[src/rtl/board_io_ctrl.sv]
// Board-support glue between FPGA pins and the tinyQV core: synchronised and
// debounced buttons, a stretched core reset driven by selected buttons, a
// heartbeat LED, pulse-stretched activity LEDs and software-driven LEDs.
// All timing comes from cycle-count parameters so any board clock can be used.
module board_io_ctrl #(
    parameter int                 NUM_BTN         = 2,
    parameter int                 NUM_ACT         = 2,
    parameter int                 NUM_LED         = 6,
    parameter int                 DB_CYCLES       = 270000,
    parameter logic [NUM_BTN-1:0] RST_MASK        = {NUM_BTN{1'b1}},
    parameter int                 RST_HOLD_CYCLES = 2700,
    parameter int                 HB_HALF_CYCLES  = 13500000,
    parameter int                 STRETCH_CYCLES  = 540000,
    parameter logic [NUM_ACT-1:0] ACT_IDLE        = {NUM_ACT{1'b1}},
    parameter bit                 LED_ACTIVE_LOW  = 1'b1
) (
    input  logic                       clk,
    input  logic                       rst_n,
    input  logic [NUM_BTN-1:0]         btn_raw,
    input  logic [NUM_ACT-1:0]         act_in,
    input  logic [NUM_LED-NUM_ACT-2:0] led_sw,
    output logic [NUM_BTN-1:0]         btn_level,
    output logic [NUM_BTN-1:0]         btn_press,
    output logic                       core_rst_n,
    output logic [NUM_LED-1:0]         led
);

    localparam int DB_W = $clog2(DB_CYCLES + 1);
    localparam int RH_W = (RST_HOLD_CYCLES > 0) ? $clog2(RST_HOLD_CYCLES + 1) : 1;
    localparam int HB_W = (HB_HALF_CYCLES > 1) ? $clog2(HB_HALF_CYCLES) : 1;
    localparam int ST_W = $clog2(STRETCH_CYCLES + 1);
    localparam logic [NUM_LED-1:0] LED_POL = {NUM_LED{LED_ACTIVE_LOW}};

    logic [NUM_BTN-1:0] btn_s1_q, btn_s2_q;
    logic [NUM_ACT-1:0] act_s1_q, act_s2_q, act_prev_q;
    logic [NUM_ACT-1:0] act_lit_d;

    // Two-flop synchronisers; activity lines also keep their previous sample for edge detection
    always_ff @(posedge clk or negedge rst_n) begin
        if (!rst_n) begin
            btn_s1_q   <= '0;
            btn_s2_q   <= '0;
            act_s1_q   <= ACT_IDLE;
            act_s2_q   <= ACT_IDLE;
            act_prev_q <= ACT_IDLE;
        end else begin
            btn_s1_q   <= btn_raw;
            btn_s2_q   <= btn_s1_q;
            act_s1_q   <= act_in;
            act_s2_q   <= act_s1_q;
            act_prev_q <= act_s2_q;
        end
    end

    // Per-button debounce: level only moves after DB_CYCLES consecutive differing samples
    for (genvar gi = 0; gi < NUM_BTN; gi++) begin : g_btn
        logic [DB_W-1:0] cnt_q, cnt_d;
        logic            lvl_q, lvl_d, lvl_dly_q, press_q;

        // Next-state for the stability counter and accepted level
        always_comb begin
            cnt_d = cnt_q;
            lvl_d = lvl_q;
            if (btn_s2_q[gi] == lvl_q) begin
                cnt_d = '0;
            end else if (cnt_q == DB_W'(DB_CYCLES - 1)) begin
                lvl_d = btn_s2_q[gi];
                cnt_d = '0;
            end else begin
                cnt_d = cnt_q + 1'b1;
            end
        end

        // Debounce state; press fires the cycle after the accepted level rises
        always_ff @(posedge clk or negedge rst_n) begin
            if (!rst_n) begin
                cnt_q     <= '0;
                lvl_q     <= 1'b0;
                lvl_dly_q <= 1'b0;
                press_q   <= 1'b0;
            end else begin
                cnt_q     <= cnt_d;
                lvl_q     <= lvl_d;
                lvl_dly_q <= lvl_q;
                press_q   <= lvl_q & ~lvl_dly_q;
            end
        end

        assign btn_level[gi] = lvl_q;
        assign btn_press[gi] = press_q;
    end

    // Per-channel activity stretch: any edge reloads the on-time to full length
    for (genvar gi = 0; gi < NUM_ACT; gi++) begin : g_act
        logic [ST_W-1:0] cnt_q, cnt_d;

        // Reload on edge, otherwise count down to zero
        always_comb begin
            cnt_d = cnt_q;
            if (act_s2_q[gi] ^ act_prev_q[gi]) begin
                cnt_d = ST_W'(STRETCH_CYCLES);
            end else if (cnt_q != '0) begin
                cnt_d = cnt_q - 1'b1;
            end
        end

        // Stretch counter register
        always_ff @(posedge clk or negedge rst_n) begin
            if (!rst_n) begin
                cnt_q <= '0;
            end else begin
                cnt_q <= cnt_d;
            end
        end

        assign act_lit_d[gi] = (cnt_d != '0);
    end

    logic            rst_cause;
    logic [RH_W-1:0] hold_q, hold_d;
    logic            core_rst_n_q, core_rst_n_d;
    logic [HB_W-1:0] pre_q, pre_d;
    logic            hb_q, hb_d;
    logic [NUM_LED-1:0] led_q, led_logic_d;

    assign rst_cause = |(btn_level & RST_MASK);

    // Core-reset hold counter, heartbeat prescaler and LED next values
    always_comb begin
        hold_d = hold_q;
        if (rst_cause) begin
            hold_d = RH_W'(RST_HOLD_CYCLES);
        end else if (hold_q != '0) begin
            hold_d = hold_q - 1'b1;
        end
        core_rst_n_d = ~rst_cause & (hold_d == '0);

        pre_d = pre_q + 1'b1;
        hb_d  = hb_q;
        if (pre_q == HB_W'(HB_HALF_CYCLES - 1)) begin
            pre_d = '0;
            hb_d  = ~hb_q;
        end

        led_logic_d = {led_sw, act_lit_d, hb_d};
    end

    // Reset generator, heartbeat and the registered LED pins
    always_ff @(posedge clk or negedge rst_n) begin
        if (!rst_n) begin
            hold_q       <= RH_W'(RST_HOLD_CYCLES);
            core_rst_n_q <= 1'b0;
            pre_q        <= '0;
            hb_q         <= 1'b0;
            led_q        <= LED_POL;
        end else begin
            hold_q       <= hold_d;
            core_rst_n_q <= core_rst_n_d;
            pre_q        <= pre_d;
            hb_q         <= hb_d;
            led_q        <= led_logic_d ^ LED_POL;
        end
    end

    assign core_rst_n = core_rst_n_q;
    assign led        = led_q;

endmodule

[config.mk]
export PLATFORM = sky130hd
export DESIGN_NAME = board_io_ctrl
export DESIGN_NICKNAME = d
export VERILOG_FILES = /design/src/rtl/board_io_ctrl.sv
export SDC_FILE = /design/constraint.sdc
export NUM_CORES = 1
export LEC_CHECK = 0
export ABC_CLOCK_PERIOD_IN_PS = 2900
export CAP_MARGIN = 30
export CORE_UTILIZATION = 56
export CTS_CLUSTER_DIAMETER = 200
export DETAILED_ROUTE_END_ITERATION = 8
export PLACE_DENSITY = 0.76
export SLEW_MARGIN = 20
export SYNTH_ARGS = -nofsm -noshare
export SYNTH_HDL_FRONTEND = slang
export SYNTH_SLANG_ARGS = --single-unit
[constraint.sdc]
create_clock -name clk -period 2.9 [get_ports clk]
set_input_delay 0.29 -clock clk [delete_from_list [all_inputs] [get_ports clk]]
set_output_delay 0.29 -clock clk [all_outputs]
set_load 0.05 [all_outputs]
==> reports/results.txt, run 1 <==
Max Fanout on Critical Path -> 4
Clock power share -> 0.459
Setup-failing EPs final -> 1
Global route overflow -> 0
Routed Antenna Nets -> 0
Vias in the first global route -> 5415
DR WL met3 -> 629 µm
Starting DRT DRC Count -> 277
Largest family of logic cells by synthesized area -> simple AND/OR/NAND/NOR gates
Core Area -> 11600 µm²
DRC errors left -> 1
Max-Slew Margin vs Limit -> 0.530
Gpl congestion -> 0.916
Synthesis-to-layout area growth -> 19.7%
Final core occ -> 0.699
Worst skew pair latency -> 0.42 ns
Synth Area in Simple Gates -> 0.257
Initial antenna violation count -> 0
Clk buf depth -> 2
Die Y -> 112 µm
WL per Instance -> 15.6 µm
Slowest-stage cell, CP -> or4b_1
Slew @ Worst Pin -> 0.705 ns
Net Count, Synth -> 718
Net count, final -> 783
H-tree lvl count -> 4
CP peak stage delay -> 0.52 ns
Antenna diodes -> 0
Final worst setup slack -> -0.0488 ns
Ports -> 20
Unrepaired setup endpoints after global routing -> yes
Pre-CTS setup slack -> -0.114 ns
Skew final -> 0.00856 ns
Crit Path Class -> flop to flop
Total power -> 5.01 mW
Yosys top cell by area -> dfrtp_1
Fin crit period -> 2.95 ns
Post-synthesis cell type count -> 53
Total CTS buffers -> 17
Wirelength, routed -> 14.3 mm
Area share of the largest cell type after synthesis -> 0.446
Slew Viols, Final -> 0
DIE AREA -> 12600 µm²
DRT Pass-1 Iters -> 9
Int Pwr -> 3.74 mW
EDFF count, synth -> 0
Status -> finished, violations left
Critical Path RT -> 3.23 ns
Post-Syn Instances -> 701
Fraction of registers with async set or reset after synthesis -> 1.00
Synth Area in Compound Gates -> 0.0699
Register area share after synthesis -> 0.512
Hpwl dp -> 9.77 mm
Initial Util -> 0.584
Sw power -> 1.27 mW
Final worst path period share -> 1.02
Root Buffer -> clkbuf_16
Primary FF master, synth -> dfrtp_1
Vias -> 5365
Worst vdd ir -> 0.490 mV
Leak -> 3.41 nW
CP startpoint kind -> flop
Mux share of post-synthesis cell area -> 0.00646
Max Cap Viol -> 0
Hold WC Path Type -> input port to flop
Adder-cell share of the synthesized area -> 0.0148
Failing checks -> DRC, setup timing
Pwr per Cell Area -> 618 nW/µm²
# clock sinks -> 138
Global-route wire length before repair -> 25.0 mm
Combinational Power Share -> 0.125
#FFs+latches synth -> 138
Layout cells sized above 1 -> 0.154
Area contributors post-synth -> dfrtp_1, dfstp_2, nor2_1, xor2_1, xnor2_1
Hold Vio Cnt, Final -> 0
XOR/XNOR Fraction of Synth Area -> 0.112
Delay-heaviest family, CP -> simple AND/OR/NAND/NOR gates
Sw Ratio -> 0.253
Syn avg cell area -> 9.68 µm²
Bufs and invs on worst path -> 1
Detailed-route vias per instance -> 5.82
Met1 wire length -> 6.27 mm
Syn Std Cell Area -> 6780 µm²
CP arrival -> 3.28 ns
Cell Chain, Critical Path -> inv_2, ha_4, or4b_4, or3_4, o21ai_2, xnor2_1, or4b_1, or4_4, nor4b_2
GRT Total Usage -> 0.251
Clock transition at path regs -> 0.06 ns
Cell Rows -> 39
Met2 WL -> 7.25 mm
Largest net degree at the start of global routing -> 66
Die width -> 112 µm
Port bufs -> 19
Synth warnings -> 0
Achievable frequency -> 339 MHz
CP endpoint kind -> flop
Highest metal layer with signal wires -> met4
TritonCTS clock tree -> done
Reg power frac -> 0.416
flip-flops by register name, indices dropped and copies added, names as in the netlist, 2 cells and up:
name	cells
g_btn.lvl_q	2
g_btn.press_q	2
g_act.cnt_q	40
act_s2_q	2
hold_q	12
act_s1_q	2
g_btn.lvl_dly_q	2
btn_s1_q	2
led	6
act_prev_q	2
g_btn.cnt_q	38
btn_s2_q	2
pre_q	24
cells in the final DEF (no fill, tap or decap), drive strengths merged, types with 5 or more instances in the layout:
master         count
dfrtp            121
nor2             107
nand2             55
buf               48
xor2              44
xnor2             43
nand3             40
nor3              37
inv               26
o21ai             23
a21oi             21
or3               19
clkbuf            19
clkdlybuf4s50     18
nor4              18
dfstp             17
nand4             16
and3               9
or4                9
o31ai              8
ha                 8
nor2b              7
nor4b              6
nand2b             5
what timing repair did:
item,CTS,global route
pin swaps,1,2
endpoints found under the setup margin,1,2
gates resized for setup,1,4
setup buffers,1,1
hold buffers,1,0
endpoints found under the hold margin,54,0
synth_stat cells (5+ instances only):
master    instances
nor2b_1           7
inv_1            22
nand3_1          40
xnor2_1          43
dfstp_2          17
nand2_1          54
ha_1              8
or3_1            18
clkbuf_1         13
or4_1             9
a21oi_1          21
dfrtp_1         121
nand4_1          16
o31ai_1           8
o21ai_0          22
xor2_1           44
nor2_1          107
nor4_1           17
nor3_1           37
and3_1            9
nand2b_1          5
nor4b_1           5
layout make-up:
| class | count | area (µm²) |
|---|---|---|
| clock buffer | 19 | 443 |
| fill | 836 | 3490 |
| clock inverter | 13 | 190 |
| multi-input combinational | 520 | 3180 |
| timing repair buffer | 67 | 567 |
| tap | 143 | 179 |
| inverter | 22 | 82.6 |
| sequential | 138 | 3470 |
final timing paths:
| kind | start | endpoint | slack (ns) | depth (start not counted) |
|---|---|---|---|---|
| worst max register to register | g_act[0].cnt_q[1] | led[1] | -0.05 | 9 |
| max in group asynchronous | rst_n | pre_q[9] | 1.71 | 3 |
| min in group asynchronous | rst_n | g_act[0].cnt_q[4] | 0.43 | 2 |
| worst min-delay path | act_in[0] | act_s1_q[0] | 0.28 | 1 |
| worst max-delay path | g_act[0].cnt_q[1] | led[1] | -0.05 | 9 |
| worst min register to register | btn_s1_q[1] | btn_s2_q[1] | 0.35 | 0 |
through the flow:
stage          instance area, µm²  cells  TNS (ns)  hold slack [ns]
2_1_floorplan                6820    701   -0.0776         -0.00559
3_5_place_dp                 7440    887    -0.114            0.319
3_3_place_gp                 7440    887   -0.0480            0.309
5_1_grt                      8120    922    -0.134            0.274
6_report                     8120    922   -0.0488            0.280
4_1_cts                      8090    921   -0.0489            0.266
layer usage:
layer / vias to the layer above / GRT usage
li1: 2584 / -
met1: 2616 / 0.317
met3: 24 / 0.0697
met2: 141 / 0.417
met4: 0 / 0.0898
met5: - / 0
kinds of logic after synthesis:
group | count (synthesis)
mux | 4
simple gates | 346
flops | 138
xor+xnor | 87
compound gates | 75
fa+ha+maj | 8
buf+inv | 43
power groups by stage:
stage	Clock, mW	Sequential (mW)	Combinational, mW
after floorplan	0	2.10	0.375
after global placement	0	2.11	0.599
after detailed placement	0	2.11	0.612
after CTS	2.35	2.08	0.623
after global routing	2.42	2.10	0.692
final	2.30	2.08	0.628
(Power assumes the default switching activity.)
==> run 2, diff against run 1 <==
--- a/config.mk
+++ b/config.mk
@@ -7,6 +7,7 @@
 export LEC_CHECK = 0
 export ABC_CLOCK_PERIOD_IN_PS = 2900
 export CAP_MARGIN = 30
+export CORE_ASPECT_RATIO = 1.1
 export CORE_UTILIZATION = 56
 export CTS_CLUSTER_DIAMETER = 200
 export DETAILED_ROUTE_END_ITERATION = 8
==> run 2 against run 1 <==
The flow finishes with violations (setup timing). Power down 3.7%. Cell count rose by 0.22%. Clock skew fell by 0.0022 ns. Combinational power decreased by 4.6%. Sequential power hardly changed. Critical path type unchanged. Critical endpoint unchanged. Highest routed layer unchanged.
==> reports/results.txt, run 2 (synthesis results as in run 1) <==
Crit Path Class -> flop to flop
Achievable frequency -> 333 MHz (-1.8%)
Skew final -> 0.00636 ns (-0.00221 ns)
H-tree lvl count -> 4 (unchanged)
Cell Chain, Critical Path -> inv_2, ha_4, or4b_4, or3_4, a21oi_2, o31ai_1, or4b_1, or4_1, nor4b_2
Synthesis-to-layout area growth -> 18.5%
Setup-failing EPs final -> 1 (unchanged)
Initial Util -> 0.582 (-0.00157)
Max reg flops -> 40 (unchanged)
Total power -> 4.83 mW (-3.7%)
CP peak stage delay -> 0.51 ns (about the same)
Reg2Reg Launch Point -> g_act[0].cnt_q[1]
DRC errors left -> 0 (-1)
Multi-input logic area -> 3170 µm² (-0.35%)
Leading registers by flop count -> g_act.cnt_q (40), g_btn.cnt_q (38), pre_q (24)
CP arrival -> 3.32 ns (+0.04 ns)
Global-route wire length before repair -> 25.2 mm (+0.91%)
DIE AREA -> 12600 µm² (about the same)
Pwr per Cell Area -> 600 nW/µm² (-2.8%)
Worst vdd ir -> 0.420 mV (-14%)
Combinational Power Share -> 0.124 (about the same)
Setup slack, reg-to-reg -> -0.10 ns (-0.05 ns)
Core Area -> 11600 µm² (+0.27%)
Leak -> 3.37 nW (-1.1%)
Sw power -> 1.26 mW (-0.58%)
Starting DRT DRC Count -> 409 (+48%)
Vias -> 5368 (+0.056%)
Total CTS buffers -> 17 (unchanged)
Worst skew pair latency -> 0.42 ns (about the same)
TritonCTS clock tree -> done
Port bufs -> 19 (unchanged)
Top reg by flops -> g_act.cnt_q
Routed Antenna Nets -> 0 (unchanged)
Worst hold path stage count -> 1 (unchanged)
FF/Latch Area -> 3470 µm² (unchanged)
Max-Slew Margin vs Limit -> 0.530 (about the same)
Fin crit period -> 3.00 ns (+0.0526 ns)
DP Area -> 7430 µm² (-0.19%)
Vias in the first global route -> 5546 (+2.4%)
Sw Ratio -> 0.262 (+0.00826)
Largest net degree at the start of global routing -> 84 (+27%)
Met3 Track Usage GR -> 0.0450 (-0.0246)
Slew Viols, Final -> 0 (unchanged)
Reg power frac -> 0.432 (+0.016)
CP startpoint kind -> flop
Clock power share -> 0.444 (-0.015)
Met2 Track Usage GR -> 0.423 (+0.00602)
Final worst setup slack -> -0.101 ns (-0.0526 ns)
Hold WC Path Type -> input port to flop
Max Cap Viol -> 0 (unchanged)
Most frequent cells in the layout -> dfrtp_1, nor2_1, nand2_1
Layout Cells excl Fill -> 924 (+0.22%)
Slowest-stage cell, CP -> or4b_4
Gpl congestion -> 0.895 (-2.3%)
Worst Min Path Start -> act_in[0]
RR Endpoint -> led[1]
Post-route cell area -> 8040 µm² (-0.97%)
Ports -> 20 (unchanged)
Unrepaired setup endpoints after global routing -> yes
Final worst path period share -> 1.03 (+0.0181)
GR Util met1 -> 0.314 (-0.00278)
Clk buf depth -> 2 (unchanged)
Detailed-route vias per instance -> 5.81 (-0.16%)
Final core occ -> 0.690 (-0.00865)
Layout cells sized above 1 -> 0.149 (-0.00546)
Failing checks -> setup timing
Global route overflow -> 0 (unchanged)
Wirelength, routed -> 14.3 mm (-0.32%)
Critical Path RT -> 3.22 ns (about the same)
Hold slack -> 0.280 ns (-0.000240 ns)
Clock transition at path regs -> 0.06 ns (about the same)
Root Buffer -> clkbuf_16
Max Fanout on Critical Path -> 5 (+1)
Die width -> 107 µm (-4.6%)
Cell Rows -> 41 (+5.1%)
Hold Vio Cnt, Final -> 0 (unchanged)
Hpwl dp -> 9.79 mm (+0.26%)
R2R cell count -> 9 (unchanged)
Antenna diodes -> 0 (unchanged)
Fillers -> 868 (+3.8%)
DRT Pass-1 Iters -> 5 (-4)
CP endpoint kind -> flop
Initial antenna violation count -> 0 (unchanged)
Status -> finished, violations left
Hold worst-path end -> act_s1_q[0]
Slew @ Worst Pin -> 0.705 ns (+0.000372 ns)
GRT Total Usage -> 0.252 (+0.00105)
Die Y -> 117 µm (+4.8%)
# clock sinks -> 138 (unchanged)
Leading cell type in the layout, fill and taps excluded -> dfrtp_1
Post-placement cell count -> 891 (+0.45%)
Int Pwr -> 3.56 mW (-4.8%)
WL per Instance -> 15.5 µm (-0.54%)
Global routing's busiest layer -> met2
Net count, final -> 778 (-0.64%)
-- run 2: final cells by class --
cell class / instances / share of cell area
clock inverter: 13 / 0.0176
sequential: 138 / 0.432
inverter: 22 / 0.0103
multi-input combinational: 520 / 0.394
tap: 150 / 0.0233
timing repair buffer: 62 / 0.0658
clock buffer: 19 / 0.0563
-- run 2: power groups by stage --
stage	Combinational (mW)	Clock [mW]	Sequential, mW
2_1_floorplan	0.375	0	2.10
3_3_place_gp	0.574	0	2.11
3_5_place_dp	0.588	0	2.11
4_1_cts	0.591	2.19	2.08
5_1_grt	0.655	2.28	2.10
6_report	0.599	2.14	2.08
-- run 2: per-layer routing --
metal,routed length (µm),share of wire
met1,6080,0.43
met2,7440,0.52
met5,0,0
met4,299,0.021
met3,475,0.033
-- run 2: worst max-delay path by stage --
stage	start	endpoint	slack, ns	cells past startpoint
after global placement	g_act[0].cnt_q[1]	led[1]	-0.05	9
after floorplan	g_act[0].cnt_q[1]	led[1]	-0.08	9
after global routing	g_act[0].cnt_q[1]	led[1]	-0.18	9
after CTS	g_act[0].cnt_q[1]	led[1]	-0.1	9
final	g_act[0].cnt_q[1]	led[1]	-0.10	9
after detailed placement	g_act[0].cnt_q[1]	led[1]	-0.14	9
-- run 2: worst max-delay path, delay by kind of cell (launching register included) --
kind,cells,cell delay (ns)
simple gates,5,2.07
buf+inv,1,0.08
flops,1,0.39
fa+ha+maj,1,0.13
compound gates,2,0.25
-- run 2: what timing repair did --
action                                 in CTS  in global routing
buffers inserted                            0                  0
setup endpoints to repair                   1                  2
pin swaps                                   1                  0
endpoints found under the hold margin      48                  0
hold buffers                                1                  0
gates resized for setup                     0                  4
-- run 2: stage by stage --
stage | setup WS, ns | TNS, ns
floorplan | -0.0776 | -0.0776
global placement | -0.0529 | -0.0529
detailed placement | -0.141 | -0.141
CTS | -0.0999 | -0.0999
global route | -0.177 | -0.177
finish | -0.101 | -0.101
